<file path="src/rtl/cla_seq_adder.sv">
// cla_seq_adder: nibble-serial adder/subtractor built around one shared
// 4-bit carry-lookahead adder (cla_4bit, defined at the bottom of this file).
//
// Operands are latched on an accepted start. One nibble is then processed
// per clock, least-significant first. The carry between passes is held in
// carry_q. When the last nibble is written, done pulses for one cycle.
//
// Ports:
//   clk      - single clock, rising edge
//   rst      - synchronous active-high reset
//   start    - request, sampled only in IDLE
//   sub      - 0: A + B + cin, 1: A - B (cin ignored)
//   cin      - carry-in for add
//   op_a     - operand A, W = 4*NIBBLES bits
//   op_b     - operand B, W bits
//   busy     - operation in progress
//   done     - one-cycle pulse; result/cout/overflow are valid
//   result   - registered sum/difference, W bits
//   cout     - carry out of the MSB (for subtract, 1 = no borrow)
//   overflow - two's-complement signed overflow
module cla_seq_adder #(
  parameter int NIBBLES = 4
) (
  input  logic                 clk,
  input  logic                 rst,
  input  logic                 start,
  input  logic                 sub,
  input  logic                 cin,
  input  logic [4*NIBBLES-1:0] op_a,
  input  logic [4*NIBBLES-1:0] op_b,
  output logic                 busy,
  output logic                 done,
  output logic [4*NIBBLES-1:0] result,
  output logic                 cout,
  output logic                 overflow
);

  localparam int W     = 4 * NIBBLES;
  localparam int IDX_W = $clog2(NIBBLES);
  localparam logic [IDX_W-1:0] LAST_IDX = IDX_W'(NIBBLES - 1);

  typedef enum logic [1:0] {
    IDLE = 2'd0,
    RUN  = 2'd1,
    DONE = 2'd2
  } state_t;

  state_t           state_q, state_d;
  logic [W-1:0]     a_q, a_d;
  logic [W-1:0]     b_q, b_d;
  logic             carry_q, carry_d;
  logic [IDX_W-1:0] idx_q, idx_d;
  logic [W-1:0]     result_q, result_d;
  logic             cout_q, cout_d;
  logic             overflow_q, overflow_d;
  logic             busy_q, busy_d;
  logic             done_q, done_d;

  logic [3:0]       nib_a, nib_b;
  logic [3:0]       cla_sum;
  logic             cla_cout;
  logic             msb_carry_in;

  // Operand nibble mux. A loop over the nibble positions keeps the
  // index arithmetic out of the narrow idx width.
  always_comb begin
    nib_a = 4'h0;
    nib_b = 4'h0;
    for (int i = 0; i < NIBBLES; i++) begin
      if (idx_q == IDX_W'(i)) begin
        nib_a = a_q[i*4 +: 4];
        nib_b = b_q[i*4 +: 4];
      end
    end
  end

  cla_4bit u_cla (
    .a    (nib_a),
    .b    (nib_b),
    .cin  (carry_q),
    .sum  (cla_sum),
    .cout (cla_cout)
  );

  // Sum bit 3 of the last pass is a ^ b ^ carry-in at the MSB, so the
  // carry into the MSB can be recovered without tapping the CLA.
  assign msb_carry_in = a_q[W-1] ^ b_q[W-1] ^ cla_sum[3];

  // Next-state and datapath logic. busy/done are computed here and
  // registered so no output has a combinational path from start.
  // done_d is raised while in DONE, so the done pulse appears the cycle
  // after the last nibble has settled and never overlaps busy.
  always_comb begin
    state_d    = state_q;
    a_d        = a_q;
    b_d        = b_q;
    carry_d    = carry_q;
    idx_d      = idx_q;
    result_d   = result_q;
    cout_d     = cout_q;
    overflow_d = overflow_q;
    busy_d     = 1'b0;
    done_d     = 1'b0;

    case (state_q)
      IDLE: begin
        if (start) begin
          a_d     = op_a;
          b_d     = sub ? ~op_b : op_b;
          carry_d = sub ? 1'b1 : cin;
          idx_d   = '0;
          busy_d  = 1'b1;
          state_d = RUN;
        end
      end

      RUN: begin
        for (int i = 0; i < NIBBLES; i++) begin
          if (idx_q == IDX_W'(i)) begin
            result_d[i*4 +: 4] = cla_sum;
          end
        end
        carry_d = cla_cout;
        if (idx_q == LAST_IDX) begin
          cout_d     = cla_cout;
          overflow_d = cla_cout ^ msb_carry_in;
          state_d    = DONE;
        end else begin
          idx_d  = idx_q + IDX_W'(1);
          busy_d = 1'b1;
        end
      end

      DONE: begin
        done_d  = 1'b1;
        state_d = IDLE;
      end

      default: begin
        state_d = IDLE;
      end
    endcase
  end

  // State and datapath registers with synchronous reset.
  always_ff @(posedge clk) begin
    if (rst) begin
      state_q    <= IDLE;
      a_q        <= '0;
      b_q        <= '0;
      carry_q    <= 1'b0;
      idx_q      <= '0;
      result_q   <= '0;
      cout_q     <= 1'b0;
      overflow_q <= 1'b0;
      busy_q     <= 1'b0;
      done_q     <= 1'b0;
    end else begin
      state_q    <= state_d;
      a_q        <= a_d;
      b_q        <= b_d;
      carry_q    <= carry_d;
      idx_q      <= idx_d;
      result_q   <= result_d;
      cout_q     <= cout_d;
      overflow_q <= overflow_d;
      busy_q     <= busy_d;
      done_q     <= done_d;
    end
  end

  assign busy     = busy_q;
  assign done     = done_q;
  assign result   = result_q;
  assign cout     = cout_q;
  assign overflow = overflow_q;

endmodule

// cla_4bit: 4-bit carry-lookahead adder.
// Ports: a, b - 4-bit addends; cin - carry-in; sum - 4-bit sum; cout - carry-out.
module cla_4bit (
  input  logic [3:0] a,
  input  logic [3:0] b,
  input  logic       cin,
  output logic [3:0] sum,
  output logic       cout
);

  logic [3:0] g, p, c;

  assign g = a & b;
  assign p = a ^ b;

  assign c[0] = cin;
  assign c[1] = g[0] | (p[0] & cin);
  assign c[2] = g[1] | (p[1] & g[0]) | (p[1] & p[0] & cin);
  assign c[3] = g[2] | (p[2] & g[1]) | (p[2] & p[1] & g[0])
              | (p[2] & p[1] & p[0] & cin);
  assign cout = g[3] | (p[3] & g[2]) | (p[3] & p[2] & g[1])
              | (p[3] & p[2] & p[1] & g[0]) | (p[3] & p[2] & p[1] & p[0] & cin);

  assign sum = p ^ c;

endmodule
</file>
<file path="config.mk">
export PLATFORM = sky130hd
export DESIGN_NAME = cla_seq_adder
export DESIGN_NICKNAME = d
export VERILOG_FILES = /design/src/rtl/cla_seq_adder.sv
export SDC_FILE = /design/constraint.sdc
export NUM_CORES = 1
export LEC_CHECK = 0
export ABC_CLOCK_PERIOD_IN_PS = 6800
export BUFFER_PORTS_ARGS = -buffer_cell sky130_fd_sc_hd__buf_2
export CAP_MARGIN = 20
export CORE_ASPECT_RATIO = 0.8
export CORE_UTILIZATION = 30
export CTS_CLUSTER_SIZE = 24
export DETAILED_ROUTE_END_ITERATION = 10
export SLEW_MARGIN = 15
export SYNTH_ARGS = -nofsm -noshare
export SYNTH_HDL_FRONTEND = slang
export SYNTH_SLANG_ARGS = --single-unit
</file>
<file path="constraint.sdc">
create_clock -name clk -period 6.8 [get_ports clk]
set_input_delay 1.36 -clock clk [delete_from_list [all_inputs] [get_ports clk]]
set_output_delay 1.36 -clock clk [all_outputs]
set_load 0.005 [all_outputs]
</file>
; Yosys cells after proc, flatten, opt, wreduce, memory -nomap -nowiden
; Index checks and enable logic that the tools add are counted.
[classes]
addsub = 1
n_eq_ne = 8
mux = 22
bitwise = 33
n_reduce_logical = 11
[op_table]
columns = operator, n
row1 = $mux 4, 8
row2 = $and 1x1->1, 16
row3 = $mux 16, 1
row4 = $not 16->16, 1
row5 = $reduce_and 2->1, 7
row6 = $or 1x1->1, 10
row7 = $mux 2, 4
row8 = $pmux 2 s2, 2
row9 = $xor 4x4->4, 2
row10 = $eq 2x2->1 const B, 3
row11 = $ne 2x2->1 const B, 3
row12 = $mux 1, 5
row13 = $and 4x4->4, 1
row14 = $eq 2x1->1 const B, 2
row15 = $logic_not 2->1, 2
row16 = $pmux 1 s2, 2
row17 = $reduce_and 3->1, 1
row18 = $xor 1x1->1, 3
row19 = $add 2x1->2 const B, 1
row20 = $reduce_bool 2->1, 1
[totals]
ff_bits = 57
in_bits = 37
out_inout_bits = 20
elab_cells = 88

; Logic depth before layout (Yosys ltp)
[logic_depth]
ltp_word = 13
depth_mapped = 13
ltp_nobuf = 12

; By module
; From an unflattened synthesis, not the netlist that was laid out.
[unflattened]
cells_unflattened = 298
hier_area_um2 = 2663.8
[modules_own_cells]
columns = module, n_inst, cells_per_inst, area_each_um2, seq_area_each_um2
row1 = cla_seq_adder, 1, 281, 2516.2, 1141.1
row2 = cla_4bit, 1, 17, 147.6, 0.0

; Worst setup path before layout
; Ideal clock, no wire load.
[synth_timing]
kind = register to register
startpoint = register idx_q[0]
endpoint = register overflow_q (netlist: overflow)
setup_ns = 0.136
t_arrival_ns = 2.473
t_required_ns = 6.664
path_slack_ns = 4.192
path_stages_with_launch = 14
n_path_buf = 1
period_less_slack_ns = 2.608
path_cell_list = dfxtp_1 > inv_1 > ha_1 > clkbuf_1 > nand3b_1 > a21oi_1 > a21oi_1 > o21ai_0 > ha_1 > a211oi_2 > o21ai_1 > and4_4 > a32oi_1 > a31oi_1
[synth_between]
elab_chain_cells = 13
elab_cells_between_ends = 37
cone_classes = eq/ne (3) / mux (8) / bitwise (24) / reduce/logical (2)
[synth_lines]
columns = item, line_no
row1 = "start, declared", 52  ; logic [IDX_W-1:0] idx_q, idx_d;
row2 = "start signal, assigned", 163  ; idx_q <= idx_d;
row3 = $logic_not 2->1, 70  ; if (idx_q == IDX_W'(i)) begin
row4 = $mux 4 (4 in series), 70
row5 = $xor 4x4->4 / $and 4x4->4 (equally long branches), "193, 192"
row6 = "$and 1x1->1, on equally long branches", "198, 199"
row7 = $or 1x1->1 (tied with other cells), 198  ; assign c[3] = g[2] | (p[2] & g[1]) | (p[2] & p[1] & g[0])
row8 = $or 1x1->1 / $and 1x1->1 (equally long branches), "198, 199"
row9 = $or 1x1->1, 199  ; | (p[2] & p[1] & p[0] & cin);
row10 = $xor 4x4->4, 203  ; assign sum = p ^ c;
row11 = $xor 1x1->1, 87  ; assign msb_carry_in = a_q[W-1] ^ b_q[W-1] ^ cla_sum[3];
row12 = $xor 1x1->1, 126  ; overflow_d = cla_cout ^ msb_carry_in;
row13 = "end signal, assigned", 166  ; overflow_q <= overflow_d;
row14 = "end, declared", 55  ; logic overflow_q, overflow_d;
; Several ways; a longest one is shown, not always the timed one.
; A chain may end at the register's enable or synchronous reset.

; Worst setup path after layout
[layout_timing]
startpoint = register idx_q[1]
endpoint = register overflow_q (netlist: overflow)
; Same word-level chain as after synthesis.

==> impl.org <==
** Critical path
- In this run the register-to-register setup slack is 3.81 ns.
- Endpoint required time on the critical path :: 7.01 ns
- Worst setup SP type :: register
- The critical path is of the register to register type.
- Largest driver fanout on the critical path :: 18
- STA classifies the critical path endpoint as a register.
- At the worst endpoint, the arrival time is 3.19 ns.

** Clocking
- After clock tree synthesis, the flow added hold-fix buffers numbering 0.
- Later-pin clock latency in the skew report :: 0.34 ns
- The tree built by TritonCTS fans out to 57 sinks.
- Maximum clock insertion buffer count :: 2
- The cell sitting at the root of the clock tree is a sky130_fd_sc_hd__clkbuf_8.
- The number of gates resized after CTS was 0.
- Post-CTS Setup Bufs :: 0
- After clock tree synthesis, the clock-pin slew on the worst setup and hold paths is 0.06 ns.
- The clock tree synthesis step divided the H-tree into 3 levels.
- Counting the buffers created by CTS gives 9.
- CTS tree :: done

** Power
- Static power due to leakage :: 1.31 nW
- Worst VDD drop :: 79.6 uV
- Overall Power :: 0.000773 W
- For this design the total switching power over the nets is 0.000215 W.
- In this run, flip-flops and latches consume 47.4% of the power.
- The share of total power dissipated in combinational logic is 16.4%.
- Clock power share :: 36.2%
- For this design the ratio of total power to cell area is 242 nW/um2.
- Internal Dissipation :: 0.000558 W
- Net switching is 27.8% of the power.

** STA
- Max frequency :: 335 MHz
- The count of endpoints failing hold in the final timing report is 0.
- For the pin with the worst max-slew slack, the measured transition is 0.948 ns.
- Pins over their slew limit :: 0
- Slew margin rel. :: 36.8%
- After layout, the minimum clock period comes to 2.99 ns.
- On the final layout, the worst hold slack is 0.441 ns.
- Largest clock skew in the final design :: 0.00733 ns
- Setup repair after global routing missed its margin :: no
- Of the available clock period, the critical path in the final layout requires 43.9%.
- Setup slack closes at 3.81 ns.
- Total of endpoints with negative setup slack in the final report :: 0
- Setup Total Neg Slack :: 0 ns

** GRT
- The initial antenna violation count came to 0.
- Entering global routing, the biggest net connects 58 pins.
- The via count of the first global-routing pass came to 2196.
- The total overflow left after global routing is 0.
- The first global-routing pass estimated 10400 um of wire.
- Global routing used 14.4% of the available tracks.

** Layout
- Area Growth Syn to Fin :: 18.6%
- The top cell types in the final layout, fill and taps aside, are 64 x sky130_fd_sc_hd__nand2_1, 57 x sky130_fd_sc_hd__dfxtp_1, 56 x sky130_fd_sc_hd__buf_2, 43 x sky130_fd_sc_hd__a21oi_1, 41 x sky130_fd_sc_hd__nor2_1.
- The repair_antennas step left the layout with diodes totalling 0.
- The net count of the finished layout is 418.
- Most common cell after layout, fill and taps aside :: sky130_fd_sc_hd__nand2_1
- Layout cell share with drive strength beyond 1 :: 22.8%
- Counting the fill cells in the layout gives 904.

** Logic synthesis
- Synth Flop Type :: sky130_fd_sc_hd__dfxtp_1
- Synth Area per Inst :: 8.25 um2
- Post-synth design cell area :: 2700 um2
- Yosys attributes the largest share of cell area to sky130_fd_sc_hd__dfxtp_1 42%, sky130_fd_sc_hd__nand2_1 8.9%, sky130_fd_sc_hd__a21oi_1 8.0%, sky130_fd_sc_hd__xnor2_1 5.8%, sky130_fd_sc_hd__nor2_1 5.7%.
- Syn Inst Count :: 327
- Cell type with the highest aggregate area in the netlist :: sky130_fd_sc_hd__dfxtp_1
- Flip-flop and latch count after synthesis :: 57
- Yosys mapped the design onto 36 distinct sky130hd cell types.
- Number of synthesized flops with an enable pin :: 0
- Sequential elements use 42.3% of the synthesized area.
- After synthesis, the share of flip-flops with an asynchronous set or reset is 0%.
- Synthesized net count :: 373
- After synthesis, the largest area contributor takes up 42.3% of total cell area.
- Ys Warns :: 0

** Placed design
- Routability cong. :: 0.860
- The HPWL after detailed placement is 4490 um.
- Timing analysis after detailed placement gives a worst setup slack of 3.78 ns.
- Port buffering added 56 buffers.

** Floorplanning
- I/O Pins :: 57
- DIE AREA :: 9380 um2
- The total area inside the core boundary comes to 8600 um2.
- In this run the vertical extent of the chip is 86.8 um.
- The floorplan step set the die width to 108 um.
- Initial core utilization :: 31.4%
- Core Rows :: 30

** Drt
- Wire length per cell :: 12.8 um
- The detailed router finished its first iteration with 113 violations.
- Summing over every cut layer, the via total after detailed routing is 2292.
- Wire length after detailed routing :: 6260 um
- For this run, the detailed router's first-pass iteration total came to 4.
- Remaining number of nets flagged by the antenna check after routing :: 0
- Number of design rule violations left after detail routing :: 0
- After detailed routing, the number of vias per cell comes to 4.69.

** Flow run
- Across the run, the number of max-cap violations was 0.

** Min path
- The worst hold path belongs to the class register to register.

** Outcome
- The run finished with clean final reports.
state kept, by name, indices dropped and copies added (netlist names):
| signal | count |
|---|---|
| cout | 1 |
| overflow | 1 |
| state_q | 2 |
| carry_q | 1 |
| idx_q | 2 |
| b_q | 16 |
| busy | 1 |
| done | 1 |
| a_q | 16 |
| result | 16 |
power groups by stage:
stage / registers (W) / logic [W] / clock network (W)
CTS: 0.000366 / 0.000128 / 0.000289
finish: 0.000366 / 0.000127 / 0.000280
global route: 0.000368 / 0.000144 / 0.000301
global placement: 0.000373 / 0.000124 / 0
floorplan: 0.000369 / 0.0000970 / 0
detailed placement: 0.000373 / 0.000127 / 0
worst paths after layout:
check        startpoint  endpoint  cells after the start
max reg2reg    idx_q[1]  overflow                     12
min          state_q[0]      done                      1
min reg2reg  state_q[0]      done                      1
max            idx_q[1]  overflow                     12
area by class of cell:
class                           count  area [um2]  share of cell area, %
Sequential cell                    57        1140                   35.7
Clock buffer                       13         159                   4.97
Clock inverter                      3        15.0                  0.469
Tap cell                          112         140                   4.38
Timing Repair Buffer               57         300                   9.39
Multi-Input combinational cell    245        1440                   44.9
Inverter                            2        7.51                  0.235
layer usage:
metal  track usage, %  part of all wire [%]  routed length (um)
met3             5.56                   7.0                 440
met2             22.1                    44                2770
met5                0                     0                   0
met4             4.11                  0.73                  46
met1             18.8                    48                3010
worst max-delay path, cell delays in order (launching register included):
cell	delay, ns
sky130_fd_sc_hd__dfxtp_1	0.38
sky130_fd_sc_hd__inv_1	0.08
sky130_fd_sc_hd__ha_1	0.37
sky130_fd_sc_hd__nand3b_1	0.24
sky130_fd_sc_hd__a21oi_1	0.16
sky130_fd_sc_hd__a21oi_1	0.05
sky130_fd_sc_hd__o21ai_0	0.35
sky130_fd_sc_hd__ha_1	0.33
sky130_fd_sc_hd__a211oi_2	0.25
sky130_fd_sc_hd__o21ai_1	0.14
sky130_fd_sc_hd__and4_4	0.23
sky130_fd_sc_hd__a32oi_1	0.19
sky130_fd_sc_hd__a31oi_1	0.10
per-stage QoR:
step	utilization [%]	instances	area, um2
5_1_grt	37.2	489	3200
4_1_cts	37.0	488	3180
3_3_place_gp	34.9	472	3000
2_1_floorplan	-	327	2700
6_report	37.2	489	3200
3_5_place_dp	34.9	472	3000
synth_stat cells (2+ instances only):
cell	count
sky130_fd_sc_hd__buf_1	2
sky130_fd_sc_hd__nand3b_1	8
sky130_fd_sc_hd__and2_1	2
sky130_fd_sc_hd__nand2_1	64
sky130_fd_sc_hd__clkbuf_1	9
sky130_fd_sc_hd__or3_1	2
sky130_fd_sc_hd__nand3_1	5
sky130_fd_sc_hd__xnor2_1	18
sky130_fd_sc_hd__o21ai_1	2
sky130_fd_sc_hd__inv_1	2
sky130_fd_sc_hd__a211oi_2	11
sky130_fd_sc_hd__buf_4	3
sky130_fd_sc_hd__a21oi_1	43
sky130_fd_sc_hd__buf_2	8
sky130_fd_sc_hd__nor3_1	3
sky130_fd_sc_hd__dfxtp_1	57
sky130_fd_sc_hd__ha_1	8
sky130_fd_sc_hd__o21ai_0	9
sky130_fd_sc_hd__a211oi_1	8
sky130_fd_sc_hd__mux2i_1	7
sky130_fd_sc_hd__nor2_1	41
logic make-up (layout without fill, tap and decap cells):
logic type,count (synthesis),in the layout,synth area share [%]
AND/OR/NAND/NOR,133,133,21.5
AO/OA/AOI/OAI,77,77,18.5
flip-flops,57,57,42.3
buffers and inverters,25,75,4.55
XOR/XNOR,19,19,6.17
adder cells (fa/ha/maj),9,9,4.45
multiplexers,7,7,2.60
Power figures use the tool's default switching activity.
